===== config.mk =====
export PLATFORM = sky130hd
export DESIGN_NAME = sprite_blitter
export DESIGN_NICKNAME = d
export VERILOG_FILES = /design/src/rtl/sprite_blitter.sv
export SDC_FILE = /design/constraint.sdc
export NUM_CORES = 1
export LEC_CHECK = 0
export ABC_AREA = 0
export CAP_MARGIN = 20
export CORE_ASPECT_RATIO = 0.5
export CORE_UTILIZATION = 60
export CTS_BUF_LIST = sky130_fd_sc_hd__clkbuf_2
export DETAILED_ROUTE_END_ITERATION = 8
export GPL_ROUTABILITY_DRIVEN = 0
export HOLD_SLACK_MARGIN = 0.1
export PLACE_DENSITY = 0.85
export SYNTH_ARGS = -nofsm -noshare
export SYNTH_HDL_FRONTEND = slang
export SYNTH_SLANG_ARGS = --single-unit

===== constraint.sdc =====
create_clock -name Clk -period 5.1 [get_ports Clk]
set_input_delay 1.02 -clock Clk [delete_from_list [all_inputs] [get_ports Clk]]
set_output_delay 1.02 -clock Clk [all_outputs]
set_load 0.02 [all_outputs]

===== src/rtl/sprite_blitter.sv =====
// Sprite blitter: streams one sprite out of its palette-index ROM into the
// framebuffer write port at a latched destination, dropping transparent
// pixels and pixels that fall outside the framebuffer. Supports horizontal
// mirroring. Fixed-length run: N address cycles plus a 2-cycle drain.
module sprite_blitter #(
  parameter int SPR_W    = 50,
  parameter int SPR_H    = 64,
  parameter int FB_W     = 320,
  parameter int FB_H     = 240,
  parameter int IDX_BITS = 3,
  parameter int TRANSP   = 0,
  parameter int ROM_AW   = 12,
  parameter int FB_AW    = 17
) (
  input  logic                Clk,
  input  logic                Reset,
  input  logic                start,
  input  logic [10:0]         pos_x,
  input  logic [10:0]         pos_y,
  input  logic                flip_x,
  output logic                busy,
  output logic                done,
  output logic [ROM_AW-1:0]   rom_address,
  input  logic [IDX_BITS-1:0] rom_q,
  output logic                fb_we,
  output logic [FB_AW-1:0]    fb_addr,
  output logic [IDX_BITS-1:0] fb_data
);

  localparam int SX_W = (SPR_W > 1) ? $clog2(SPR_W) : 1;
  localparam int SY_W = (SPR_H > 1) ? $clog2(SPR_H) : 1;
  localparam logic [SX_W-1:0]     SX_LAST    = SX_W'(SPR_W - 1);
  localparam logic [SY_W-1:0]     SY_LAST    = SY_W'(SPR_H - 1);
  localparam logic signed [11:0]  FB_W_S     = 12'(FB_W);
  localparam logic signed [11:0]  FB_H_S     = 12'(FB_H);
  localparam logic [IDX_BITS-1:0] TRANSP_IDX = IDX_BITS'(TRANSP);

  typedef enum logic [1:0] {
    IDLE  = 2'd0,
    READ  = 2'd1,
    DRAIN = 2'd2
  } state_t;

  state_t              state_reg, state_next;
  logic [SX_W-1:0]     sx_reg, sx_next;
  logic [SY_W-1:0]     sy_reg, sy_next;
  logic [ROM_AW-1:0]   rom_addr_reg, rom_addr_next;
  logic                drain_reg, drain_next;
  logic                done_reg, done_next;
  logic                accept;

  logic signed [11:0]  pos_x_reg, pos_y_reg;
  logic                flip_reg;

  // Destination of the pixel whose ROM address is issued this cycle
  logic signed [11:0]  off_x, dx0, dy0;

  // Stage aligned with rom_q (one cycle behind the address)
  logic                v1_reg;
  logic signed [11:0]  dx1_reg, dy1_reg;

  logic                wr_ok;
  logic [FB_AW-1:0]    dst_addr;

  logic                fb_we_reg;
  logic [FB_AW-1:0]    fb_addr_reg;
  logic [IDX_BITS-1:0] fb_data_reg;

  // Next-state logic: raster scan counters, linear ROM address, drain timer
  always_comb begin
    state_next    = state_reg;
    sx_next       = sx_reg;
    sy_next       = sy_reg;
    rom_addr_next = rom_addr_reg;
    drain_next    = drain_reg;
    done_next     = 1'b0;
    accept        = 1'b0;
    case (state_reg)
      IDLE: begin
        if (start) begin
          accept        = 1'b1;
          sx_next       = '0;
          sy_next       = '0;
          rom_addr_next = '0;
          state_next    = READ;
        end
      end
      READ: begin
        if (sx_reg == SX_LAST) begin
          if (sy_reg == SY_LAST) begin
            // Last address stays on the bus through the drain
            state_next = DRAIN;
            drain_next = 1'b0;
          end else begin
            sx_next       = '0;
            sy_next       = sy_reg + SY_W'(1);
            rom_addr_next = rom_addr_reg + ROM_AW'(1);
          end
        end else begin
          sx_next       = sx_reg + SX_W'(1);
          rom_addr_next = rom_addr_reg + ROM_AW'(1);
        end
      end
      DRAIN: begin
        if (drain_reg) begin
          state_next = IDLE;
          done_next  = 1'b1;
        end else begin
          drain_next = 1'b1;
        end
      end
      default: state_next = IDLE;
    endcase
  end

  // Destination arithmetic in signed 12 bits so off-screen values never wrap
  always_comb begin
    off_x = flip_reg ? (12'(SPR_W - 1) - 12'(sx_reg)) : 12'(sx_reg);
    dx0   = pos_x_reg + off_x;
    dy0   = pos_y_reg + $signed(12'(sy_reg));
  end

  // Control registers, latched blit parameters and the address-side pipeline stage
  always_ff @(posedge Clk) begin
    if (Reset) begin
      state_reg    <= IDLE;
      sx_reg       <= '0;
      sy_reg       <= '0;
      rom_addr_reg <= '0;
      drain_reg    <= 1'b0;
      done_reg     <= 1'b0;
      pos_x_reg    <= '0;
      pos_y_reg    <= '0;
      flip_reg     <= 1'b0;
      v1_reg       <= 1'b0;
      dx1_reg      <= '0;
      dy1_reg      <= '0;
    end else begin
      state_reg    <= state_next;
      sx_reg       <= sx_next;
      sy_reg       <= sy_next;
      rom_addr_reg <= rom_addr_next;
      drain_reg    <= drain_next;
      done_reg     <= done_next;
      if (accept) begin
        pos_x_reg <= {pos_x[10], pos_x};
        pos_y_reg <= {pos_y[10], pos_y};
        flip_reg  <= flip_x;
      end
      v1_reg  <= (state_reg == READ);
      dx1_reg <= dx0;
      dy1_reg <= dy0;
    end
  end

  // Write qualification: valid, opaque, and inside the framebuffer
  always_comb begin
    wr_ok = v1_reg && (rom_q != TRANSP_IDX) &&
            !dx1_reg[11] && (dx1_reg < FB_W_S) &&
            !dy1_reg[11] && (dy1_reg < FB_H_S);
    dst_addr = FB_AW'($unsigned(dy1_reg)) * FB_AW'(FB_W) + FB_AW'($unsigned(dx1_reg));
  end

  // Registered framebuffer write port; address/data hold when not writing
  always_ff @(posedge Clk) begin
    if (Reset) begin
      fb_we_reg   <= 1'b0;
      fb_addr_reg <= '0;
      fb_data_reg <= '0;
    end else begin
      fb_we_reg <= wr_ok;
      if (wr_ok) begin
        fb_addr_reg <= dst_addr;
        fb_data_reg <= rom_q;
      end
    end
  end

  assign busy        = (state_reg != IDLE);
  assign done        = done_reg;
  assign rom_address = rom_addr_reg;
  assign fb_we       = fb_we_reg;
  assign fb_addr     = fb_addr_reg;
  assign fb_data     = fb_data_reg;

endmodule


==> impl_metrics.ini <==
[routing]
first_pass_iters = 4
routed_wl_mm = 10.69
post_drt_wl_per_cell_um = 13.42
drtAntennaViolNets = 0
vias = 4349
drc = 0
drtIter0Drc = 306
via_per_inst = 5.457

[sta]
max-slew-margin-rel_pct = 43.16
layout_setup_ws_ns = 1.919
fin_crit_ns = 3.181
tightest_slew_ns = 0.8506
hold_viol_final = 0
min_period_over_period_pct = 62.37
drv_slew = 0
fmaxAchievable_mhz = 314.4
clock_skew_ns = 0.03222
hold_ws_ns = 0.4624
fin_tns_setup_ns = 0
setup_viol_count_final = 0
grt_setup_unrepaired = no

[power]
seq_power_share_pct = 56.7
switching_share_pct = 27.44
power.leakage_uw = 0.002342
power.density_nw_per_um2 = 237.9
ir_drop_v = 0.0001433
p_switching_uw = 391.1
pwr-share-comb_pct = 12.7
p_int_uw = 1034
total_power_uw = 1425
clockPowerShare_pct = 30.7

[cts]
hold_buffers = 0
cts_resized = 0
tritoncts = yes
clock_sinks = 97
clockRootBuffer = clkbuf_2
post_cts_buffers = 0
worstSkewPairLatency_ns = 0.58
cts_max_level = 3
cts.reportedPaths.clkPinSlew_ns = 0.26
cts_buffers = 9
cts_buffer_depth = 2

[yosys]
ys.flop_type = dfxtp_1
yosys.area_share.simple_pct = 24.93
synthMuxAreaShare_pct = 0.2179
synth_top_area_cell = dfxtp_1
synth_compound_area_share_pct = 14.60
synthArstFlopShare_pct = 0
synthAdderAreaFrac_pct = 11.96
syn_inst = 631
synth_top_family_by_area = simple AND/OR/NAND/NOR gates
synthDistinctLibCells = 61
syn_area_um2 = 5169
ys_seq_area_share_pct = 37.57
syn_nets = 707
syn_area_per_cell_um2 = 8.191
yosysWarnings = 0
synth-seq-cells = 97
synth_edf_count = 0
synthTopCellsByArea = dfxtp_1 38%, ha_1 10%, nand2_1 7.2%, a21oi_1 6.1%, nor2_1 4.3%
synth-xor-area-share_pct = 6.439
synth_top_cell_area_share_pct = 37.57

[die]
dieArea_um2 = 9012
core.rowCount = 23
initial_utilization_pct = 63.24
core-area_um2 = 8173
ios = 64
die_y_um = 67.63
dieWidth_um = 133.3

[layout]
mostFrequentLayoutCell = nand2_1
layout-drive-gt1-share_pct = 5.401
instances_no_fill = 797
largest_reg_flops = 17
final_cell_mix = 99 x nand2_1, 97 x dfxtp_1, 63 x a21oi_1
antenna_cells = 0
finalNetCount = 756
area_delta_synth_final_pct = 15.90

[grt]
grt_first_pass_wirelength_mm = 17.73
grt_max_degree = 59
track_usage_pct = 24.88
overflow = 0
grt_pass1_vias = 3886
antenna_found_initial = 0

[setup_path]
worstSetupPathType = reg -> reg
end_kind = flip-flop
arrival_ns = 3.72
crit_fanout = 4
crit_required_ns = 5.64
critPathLaunchType = flip-flop

[place]
place_ws_ns = 1.995
numPortBuffers = 63
dp_hpwl_mm = 7.941
dp_cells = 781

[outcome]
status = finished clean

[min_path]
hp-class = reg -> reg

[run]
drv_cap = 0
## final timing paths
check,from,end,slack (ns),cells after the start
hold reg to reg,dx1_reg[5],fb_addr[5],0.46,2
hold / removal,dx1_reg[5],fb_addr[5],0.46,2
setup reg to reg,dy1_reg[1],fb_addr[14],1.92,13
setup / recovery,dy1_reg[1],fb_addr[14],1.92,13
## power groups by stage
stage	clock network, uW	logic [uW]	registers (uW)
CTS	447	180	807
detailed placement	0	179	821
finish	437	180	808
global placement	0	174	820
global route	476	202	812
floorplan	0	117	820
## cells by family after synthesis
logic type / after synthesis
AO/OA/AOI/OAI: 126
XOR/XNOR: 38
adder cells (fa/ha/maj): 47
buffers and inverters: 57
flip-flops: 97
multiplexers: 1
AND/OR/NAND/NOR: 265
## layout make-up
| class | instances | area [um^2] |
|---|---|---|
| clock buffers | 9 | 45.04 |
| clock inverters | 7 | 100.1 |
| fillers | 636 | 2182 |
| inverters | 30 | 112.6 |
| multi-input cells | 477 | 3010 |
| flip-flops and latches | 97 | 1942 |
| well taps | 112 | 140.1 |
| repair buffers | 65 | 640.6 |
## cells in the mapped netlist (5+ instances only)
| cell type | number |
|---|---|
| a211oi_1 | 7 |
| a21o_1 | 5 |
| a21oi_1 | 63 |
| clkbuf_1 | 24 |
| dfxtp_1 | 97 |
| ha_1 | 43 |
| inv_1 | 30 |
| nand2_1 | 99 |
| nand2b_1 | 10 |
| nand3_1 | 14 |
| nand4_1 | 9 |
| nor2_1 | 59 |
| nor2b_1 | 9 |
| nor3_1 | 21 |
| nor4_1 | 8 |
| o21a_1 | 8 |
| o21ai_0 | 24 |
| xnor2_1 | 22 |
| xor2_1 | 16 |
## through the flow
stage	cell area (um^2)	util, %
3_3_place_gp	5846	71.52
4_1_cts	5991	73.30
6_report	5991	73.30
3_5_place_dp	5846	71.52
5_1_grt	5991	73.30
2_1_floorplan	5169	-
## metal layers
| layer | share of wire, % | routed length (um) | vias up | track usage (%) |
|---|---|---|---|---|
| li1 | - | - | 2264 | - |
| met1 | 50 | 5338 | 2003 | 33.04 |
| met2 | 46 | 4867 | 71 | 41.54 |
| met3 | 3.6 | 387 | 11 | 5.105 |
| met4 | 0.94 | 100 | 0 | 6.960 |
| met5 | 0 | 0 | - | 0 |
## worst max-delay path, cell delays in order, from the launching register on
cell and delay (ns):
dfxtp_1 0.40, ha_1 0.29, ha_1 0.17, inv_1 0.06
fa_1 0.47, inv_1 0.04, ha_1 0.32, o21ai_0 0.10
a21oi_1 0.23, o2111ai_1 0.22, o21ai_1 0.17, o311ai_1 0.12
or4b_1 0.48, nand3_1 0.09
(Power assumes the default switching activity.)
